==> config.mk <==
export PLATFORM = sky130hd
export DESIGN_NAME = big_write_arbiter
export DESIGN_NICKNAME = d
export VERILOG_FILES = /design/src/rtl/big_write_arbiter.sv
export SDC_FILE = /design/constraint.sdc
export NUM_CORES = 1
export LEC_CHECK = 0
export ABC_AREA = 1
export BUFFER_PORTS_ARGS = -buffer_cell sky130_fd_sc_hd__buf_2
export CAP_MARGIN = 20
export CORE_MARGIN = 2
export CORE_UTILIZATION = 40
export DETAILED_ROUTE_END_ITERATION = 10
export PLACE_DENSITY = 0.73
export RECOVER_POWER = 100
export SYNTH_ARGS = -nofsm -noshare
export SYNTH_HDL_FRONTEND = slang
export SYNTH_SLANG_ARGS = --single-unit
==> constraint.sdc <==
create_clock -name clk -period 4.2 [get_ports clk]
set_input_delay 0.63 -clock clk [delete_from_list [all_inputs] [get_ports clk]]
set_output_delay 0.63 -clock clk [all_outputs]
set_load 0.05 [all_outputs]
==> src/rtl/big_write_arbiter.sv <==
// rtl/big_write_arbiter.sv - slot-paced round-robin arbiter for the BIG memory write port
module big_write_arbiter #(
    parameter int ADDR_W      = 11,
    parameter int DATA_W      = 6,
    parameter int SLOT_PERIOD = 8,
    parameter int SLOT_PHASE  = 2
) (
    input  logic              clk,
    input  logic              rst,
    input  logic              req0,
    input  logic [ADDR_W-1:0] addr0,
    input  logic [DATA_W-1:0] data0,
    input  logic              req1,
    input  logic [ADDR_W-1:0] addr1,
    input  logic [DATA_W-1:0] data1,
    input  logic              req2,
    input  logic [ADDR_W-1:0] addr2,
    input  logic [DATA_W-1:0] data2,
    output logic              ack0,
    output logic              ack1,
    output logic              ack2,
    output logic [ADDR_W-1:0] big_addr,
    output logic [DATA_W-1:0] big_data,
    output logic              big_we,
    output logic [1:0]        last_grant,
    output logic              busy
);

    // A one-bit counter is kept for SLOT_PERIOD == 1 so the vector never collapses to zero width.
    localparam int              CNT_W     = (SLOT_PERIOD > 1) ? $clog2(SLOT_PERIOD) : 1;
    localparam logic [CNT_W-1:0] CNT_LAST  = CNT_W'(SLOT_PERIOD - 1);
    localparam logic [CNT_W-1:0] CNT_PHASE = CNT_W'(SLOT_PHASE);

    logic [CNT_W-1:0]  r_cnt;
    logic [2:0]        r_ack;
    logic              r_we;
    logic [ADDR_W-1:0] r_addr;
    logic [DATA_W-1:0] r_data;
    logic [1:0]        r_last_grant;
    logic              r_busy;

    logic [2:0]        w_req;
    logic [2:0]        w_cand;
    logic              w_slot;
    logic [1:0]        w_p0;
    logic [1:0]        w_p1;
    logic [1:0]        w_p2;
    logic              w_win_valid;
    logic [1:0]        w_win;
    logic [ADDR_W-1:0] w_sel_addr;
    logic [DATA_W-1:0] w_sel_data;

    assign w_req  = {req2, req1, req0};
    // A requester whose ack is showing this cycle has just been served; it only
    // matters when slots are back to back, where it prevents a double write.
    assign w_cand = w_req & ~r_ack;
    assign w_slot = (r_cnt == CNT_PHASE);

    // Rotate the priority so the requester after the last winner comes first.
    always_comb begin
        w_p0 = 2'd0;
        w_p1 = 2'd1;
        w_p2 = 2'd2;
        case (r_last_grant)
            2'd0: begin
                w_p0 = 2'd1;
                w_p1 = 2'd2;
                w_p2 = 2'd0;
            end
            2'd1: begin
                w_p0 = 2'd2;
                w_p1 = 2'd0;
                w_p2 = 2'd1;
            end
            default: begin
                w_p0 = 2'd0;
                w_p1 = 2'd1;
                w_p2 = 2'd2;
            end
        endcase
    end

    // Pick the first candidate in rotated priority order.
    always_comb begin
        w_win_valid = 1'b0;
        w_win       = 2'd0;
        if (w_cand[w_p0]) begin
            w_win_valid = 1'b1;
            w_win       = w_p0;
        end else if (w_cand[w_p1]) begin
            w_win_valid = 1'b1;
            w_win       = w_p1;
        end else if (w_cand[w_p2]) begin
            w_win_valid = 1'b1;
            w_win       = w_p2;
        end
    end

    // Route the winner's address and data toward the output registers.
    always_comb begin
        w_sel_addr = addr2;
        w_sel_data = data2;
        case (w_win)
            2'd0: begin
                w_sel_addr = addr0;
                w_sel_data = data0;
            end
            2'd1: begin
                w_sel_addr = addr1;
                w_sel_data = data1;
            end
            default: begin
                w_sel_addr = addr2;
                w_sel_data = data2;
            end
        endcase
    end

    // Slot pacing, grant registration and single-cycle write/ack pulses.
    always_ff @(posedge clk) begin
        if (rst) begin
            r_cnt        <= '0;
            r_ack        <= '0;
            r_we         <= 1'b0;
            r_addr       <= '0;
            r_data       <= '0;
            r_last_grant <= 2'd2;
            r_busy       <= 1'b0;
        end else begin
            r_cnt  <= (r_cnt == CNT_LAST) ? '0 : r_cnt + CNT_W'(1);
            r_busy <= |w_req;
            r_ack  <= '0;
            r_we   <= 1'b0;
            if (w_slot && w_win_valid) begin
                r_we         <= 1'b1;
                r_ack        <= 3'b001 << w_win;
                r_addr       <= w_sel_addr;
                r_data       <= w_sel_data;
                r_last_grant <= w_win;
            end
        end
    end

    assign ack0       = r_ack[0];
    assign ack1       = r_ack[1];
    assign ack2       = r_ack[2];
    assign big_we     = r_we;
    assign big_addr   = r_addr;
    assign big_data   = r_data;
    assign last_grant = r_last_grant;
    assign busy       = r_busy;

endmodule

# ---- Word level (Yosys, flattened, before mapping)
# Index checks and enable logic that the tools add are counted.
dict set report classes {
  addsub 1
  magnitude_cmp 3
  n_eq_ne 4
  n_shift 1
  n_mux 18
  n_bitwise 3
  n_reduce_logical 6
}
# cell count
set ops {}
lappend ops {{case mux 11 bit (2 select lines)} 1}
lappend ops {{case mux 2 bit (2 select lines)} 3}
lappend ops {{case mux 6 bit (2 select lines)} 1}
lappend ops {{< comparator 2 x 3 -> 1 bit (second input constant)} 3}
lappend ops {{2-to-1 mux 1 bit} 7}
lappend ops {{binary-select mux 1 bit (select 2 bit)} 3}
lappend ops {{2-to-1 mux 2 bit} 3}
lappend ops {{equality test 2 x 1 -> 1 bit (second input constant)} 2}
lappend ops {{logical NOT 2 bit} 2}
lappend ops {{OR reduction 2 bit} 2}
lappend ops {{adder 3 x 1 -> 3 bit (second input constant)} 1}
lappend ops {{AND 3 bit} 1}
lappend ops {{equality test 3 x 2 -> 1 bit (second input constant)} 1}
lappend ops {{equality test 3 bit (second input constant)} 1}
lappend ops {{inverter 3 bit} 1}
lappend ops {{OR reduction 3 bit} 1}
lappend ops {{left shift 1 x 2 -> 3 bit (first input constant)} 1}
lappend ops {{logical AND 1 bit} 1}
lappend ops {{inverter 1 bit} 1}
dict set report word_totals {
  reg_bits 27
  input_bits 56
  out_inout_bits 24
  word_cells 43
}

# ---- Longest topological paths before layout
dict set report depth {
  word_depth 10
  ltp_mapped 14
  mapped_depth_nobuf 13
}

# ---- Worst setup path after synthesis
# Ideal clock, no wire load.
dict set report synth_path {
  kind {flip-flop to flip-flop}
  from {register r_last_grant[1] (netlist: last_grant[1])}
  to {register r_last_grant[1] (netlist: last_grant[1])}
  setup_time_ns 0.122
  t_arrival_ns 1.711
  required_ns 4.078
  slack_ns 2.367
  path_stages_with_launch 13
  n_path_buf 1
  period_less_slack_ns 1.833
  path_cell_list {dfxtp_1 > inv_2 > nand2_2 > inv_2 > nand2_4 > nand2_4 > nor2_4 > nand3_2 > nand2_2 > buf_6 > nand2_1 > nor2_1 > a21oi_1}
}
dict set report synth_between {
  elab_chain_len 8
  word_cells_on_any_way 18
  cone_classes {1 x eq/ne; 15 x mux; 2 x reduce/logical}
}
# item line_no
set synth_rtl {}
lappend synth_rtl {{from (decl)} 39} ;# logic [1:0] r_last_grant;
lappend synth_rtl {{from (signal assigned)} 139} ;# r_last_grant <= w_win;
lappend synth_rtl {{equality test 2 x 1 -> 1 bit or logical NOT 2 bit (tied branches)} 64} ;# case (r_last_grant)
lappend synth_rtl {{case mux 2 bit (2 select lines)} 64}
lappend synth_rtl {{binary-select mux 1 bit (select 2 bit)} 93} ;# end else if (w_cand[w_p2]) begin
lappend synth_rtl {{2-to-1 mux 1 bit (implied by the code)} 93}
lappend synth_rtl {{2-to-1 mux 1 bit} 93}
lappend synth_rtl {{2-to-1 mux 1 bit} 90} ;# end else if (w_cand[w_p1]) begin
lappend synth_rtl {{2-to-1 mux 1 bit} 87} ;# if (w_cand[w_p0]) begin
lappend synth_rtl {{logical AND 1 bit} 134} ;# if (w_slot && w_win_valid) begin
# Several ways; a longest one is shown, not always the timed one. The select of a mux whose other input is x is not followed.
# A chain may end at the register's enable or synchronous reset.

# ---- Final worst setup path
dict set report layout_path {
  from {register r_last_grant[1] (netlist: last_grant[1])}
  to {register r_ack[0]}
}
dict set report layout_between {
  elab_chain_len 10
  word_cells_on_any_way 21
  cone_classes {1 x eq/ne; 1 x shift; 15 x mux; 1 x bitwise; 3 x reduce/logical}
}
# item line_no
set layout_rtl {}
lappend layout_rtl {{equality test 2 x 1 -> 1 bit or logical NOT 2 bit (tied branches)} 64}
lappend layout_rtl {{case mux 2 bit (2 select lines)} 64}
lappend layout_rtl {{binary-select mux 1 bit (select 2 bit)} 93}
lappend layout_rtl {{2-to-1 mux 1 bit (implied by the code)} 93}
lappend layout_rtl {{2-to-1 mux 1 bit} 93}
lappend layout_rtl {{2-to-1 mux 1 bit} 90}
lappend layout_rtl {{2-to-1 mux 1 bit} 87}
lappend layout_rtl {{logical AND 1 bit} 134}
lappend layout_rtl {{inverter 1 bit (no line)} --}
lappend layout_rtl {{OR reduction 2 bit (no line)} --}
lappend layout_rtl {{to (signal assigned)} 136} ;# r_ack <= 3'b001 << w_win;
lappend layout_rtl {{to (decl)} 35} ;# logic [2:0] r_ack;
# Several ways; a longest one is shown, not always the timed one. The select of a mux whose other input is x is not followed.

==> results.json <==
{
  "status": "finished, final reports clean",
  "max_freq_mhz": 343,
  "wl_met1_um": 1760,
  "syn-cell-area_um2": 1630,
  "yosysSeqAreaShare_pct": 33.2,
  "path_class": "flop to flop",
  "drtPass1Iterations": 5,
  "cellPowerDensity_nw_per_um2": 327,
  "die-area_um2": 4590,
  "die-width_um": 67.8,
  "finalNetCount": 391,
  "antenna_found_initial": 0,
  "p_leak_nw": 1.12,
  "hold_start": "r_cnt[0]",
  "min_path_type": "flop to flop",
  "synth_top_area_cell": "dfxtp_1",
  "grt_pass1_wl_um": 6630,
  "multiInputGateArea_um2": 852,
  "startpoint_type": "flop",
  "post-synth-top-area-fraction_pct": 33.2,
  "cts.reportedPaths.clkPinSlew_ns": 0.09,
  "overflow": 0,
  "synth_edf_count": 0,
  "pwr-share-seq_pct": 43.2,
  "timing.final.crit_share_pct": 69.3,
  "power_frac_clock_pct": 22.8,
  "synth_cell_types": 23,
  "tightest_slew_ns": 1.22,
  "switching_share_pct": 38.2,
  "vias_per_cell": 4.71,
  "syn_to_final_growth_pct": 23.6,
  "max-slew-margin-rel_pct": 18.6,
  "synth_cells": 257,
  "drv_slew": 0,
  "top_layer": "met4",
  "clk_latency_ns": 0.27,
  "setup_viol": 0,
  "wl_met3_um": 180,
  "cts_tree": "built",
  "drt_iter0_markers": 58,
  "timing.rr.start": "last_grant[1]",
  "yosysWarnings": 0,
  "slowest_delay_ns": 1.11,
  "cpMaxStageDelayCell": "nor2_1",
  "layout_commonest_cell": "nand2_1",
  "regArea_um2": 541,
  "crit_path_start": "last_grant[1]",
  "io_pins": 80,
  "gp_congestion": 0.741,
  "drive_above_1_share_pct": 22.7,
  "holdWs_ns": 0.451,
  "clockRootBuffer": "clkbuf_8",
  "endpoint_kind": "flop",
  "async_flop_share_pct": 0,
  "clk_path_buf_depth": 2,
  "h-tree-depth": 1,
  "yosys_most_used_dff": "dfxtp_1",
  "hold_violations": 0,
  "ys_ff_latch": 27,
  "drt-total-wl_um": 4230,
  "synth.avg_cell_area_um2": 6.33,
  "cts_setup_buffers": 0,
  "fin_setup_tns_ns": 0,
  "cp_cell_sequence": "inv_1, nand2_2, inv_2, nand2_1, nand3_1, nand3_2, nand2_1, nor2_1, inv_1, nor3_1",
  "clock-sinks": 27,
  "crit_arrival_ns": 3.09,
  "hold_buffers": 0,
  "ir_worst_vdd_v": 0.000163,
  "start_util_pct": 41.3,
  "netlist_top_cells_area": "dfxtp_1, nand2_1, nand3_1, inv_1, nor2_1",
  "max_cap_violations": 0,
  "die_y_um": 67.8,
  "comb_power_share_pct": 34.0,
  "coreArea_um2": 3940,
  "final_cell_mix": "nand2_1, buf_2, nand3_1",
  "wl_met2_um": 2220,
  "drc": 0,
  "fin_worst_skew_ns": 0.00787,
  "portBuffers": 79,
  "ctsResizeCount": 0,
  "antenna_left": 0,
  "synth_fp_nets": 316,
  "numCtsBuffers": 3,
  "fillers": 417,
  "grt_pass1_vias": 1555,
  "wire_per_inst_um": 11.1,
  "route.vias.total": 1796,
  "power.internal_mw": 0.407,
  "critPathRequiredTime_ns": 4.38,
  "hpwlAfterDp_um": 3160,
  "grt_max_degree": 23,
  "rsz0062_at_grt": "false",
  "switching_power_mw": 0.251,
  "diodes": 0,
  "rows": 23,
  "worstPathMaxFanout": 22,
  "gr-usage-all-layers_pct": 18.8,
  "min_period_ns": 2.91
}
-- cells in the mapped netlist (2+ instances only) --
cell type,number
a21boi_0,3
a21oi_1,5
buf_2,2
buf_4,3
buf_6,2
clkinv_1,4
dfxtp_1,27
ha_1,3
inv_1,23
inv_2,11
nand2_1,87
nand2_2,3
nand2_4,4
nand3_1,50
nand3_2,2
nor2_1,19
nor2_4,2
o21ai_1,2
-- sequential cells by signal, summed over array words and instances, names as in the netlist --
name	flops
busy	1
big_we	1
r_ack	3
last_grant	2
big_data	6
r_cnt	3
big_addr	11
-- worst paths after layout --
check                                end  slack (ns)  depth (start not counted)
worst max-delay path            r_ack[0]        1.29                         10
worst min-delay path            r_cnt[0]        0.45                          1
worst max register to register  r_ack[0]        1.29                         10
worst min register to register  r_cnt[0]        0.45                          1
-- critical path: cells and delay by family (launching register included) --
family	cells	cell delay [ns]
flip-flops	1	0.46
buffers and inverters	3	0.32
AND/OR/NAND/NOR	7	2.05
-- metrics by stage --
step | cells | cell area (um2) | worst slack [ns] | utilization [%] | total power [mW]
2_1_floorplan | 257 | 1630 | 2.37 | - | 0.466
3_3_place_gp | 377 | 2010 | 1.99 | 51.0 | 0.517
3_5_place_dp | 377 | 2010 | 1.90 | 51.0 | 0.520
4_1_cts | 381 | 2060 | 2.17 | 52.2 | 0.667
5_1_grt | 381 | 2010 | 0.987 | 51.0 | 0.699
6_report | 381 | 2010 | 1.29 | 51.0 | 0.658
-- metal layers --
metal	GRT usage, %	vias up
li1	-	943
met1	22.2	802
met2	34.8	45
met3	2.50	6
met4	6.25	0
met5	0	-
-- power by group through the flow --
stage	Combinational [mW]	Sequential (mW)	Clock, mW
2_1_floorplan	0.124	0.342	0
3_3_place_gp	0.228	0.290	0
3_5_place_dp	0.230	0.290	0
4_1_cts	0.231	0.284	0.152
5_1_grt	0.247	0.287	0.166
6_report	0.223	0.284	0.150
-- logic make-up after synthesis --
family	after synthesis	share of synthesized area, %
AND/OR/NAND/NOR	169	47.1
buffers and inverters	47	13.3
flip-flops	27	33.2
AO/OA/AOI/OAI	11	4.08
adder cells (fa/ha/maj)	3	2.31
-- final cells by class --
class / instances / share of cell area (%)
multi-input combinational: 183 / 42.4
sequential: 27 / 26.9
timing repair buffer: 79 / 18.1
inverter: 38 / 7.09
tap: 50 / 3.11
clock buffer: 3 / 2.05
clock inverter: 1 / 0.373
No activity file was read; power rests on OpenSTA's default activity.
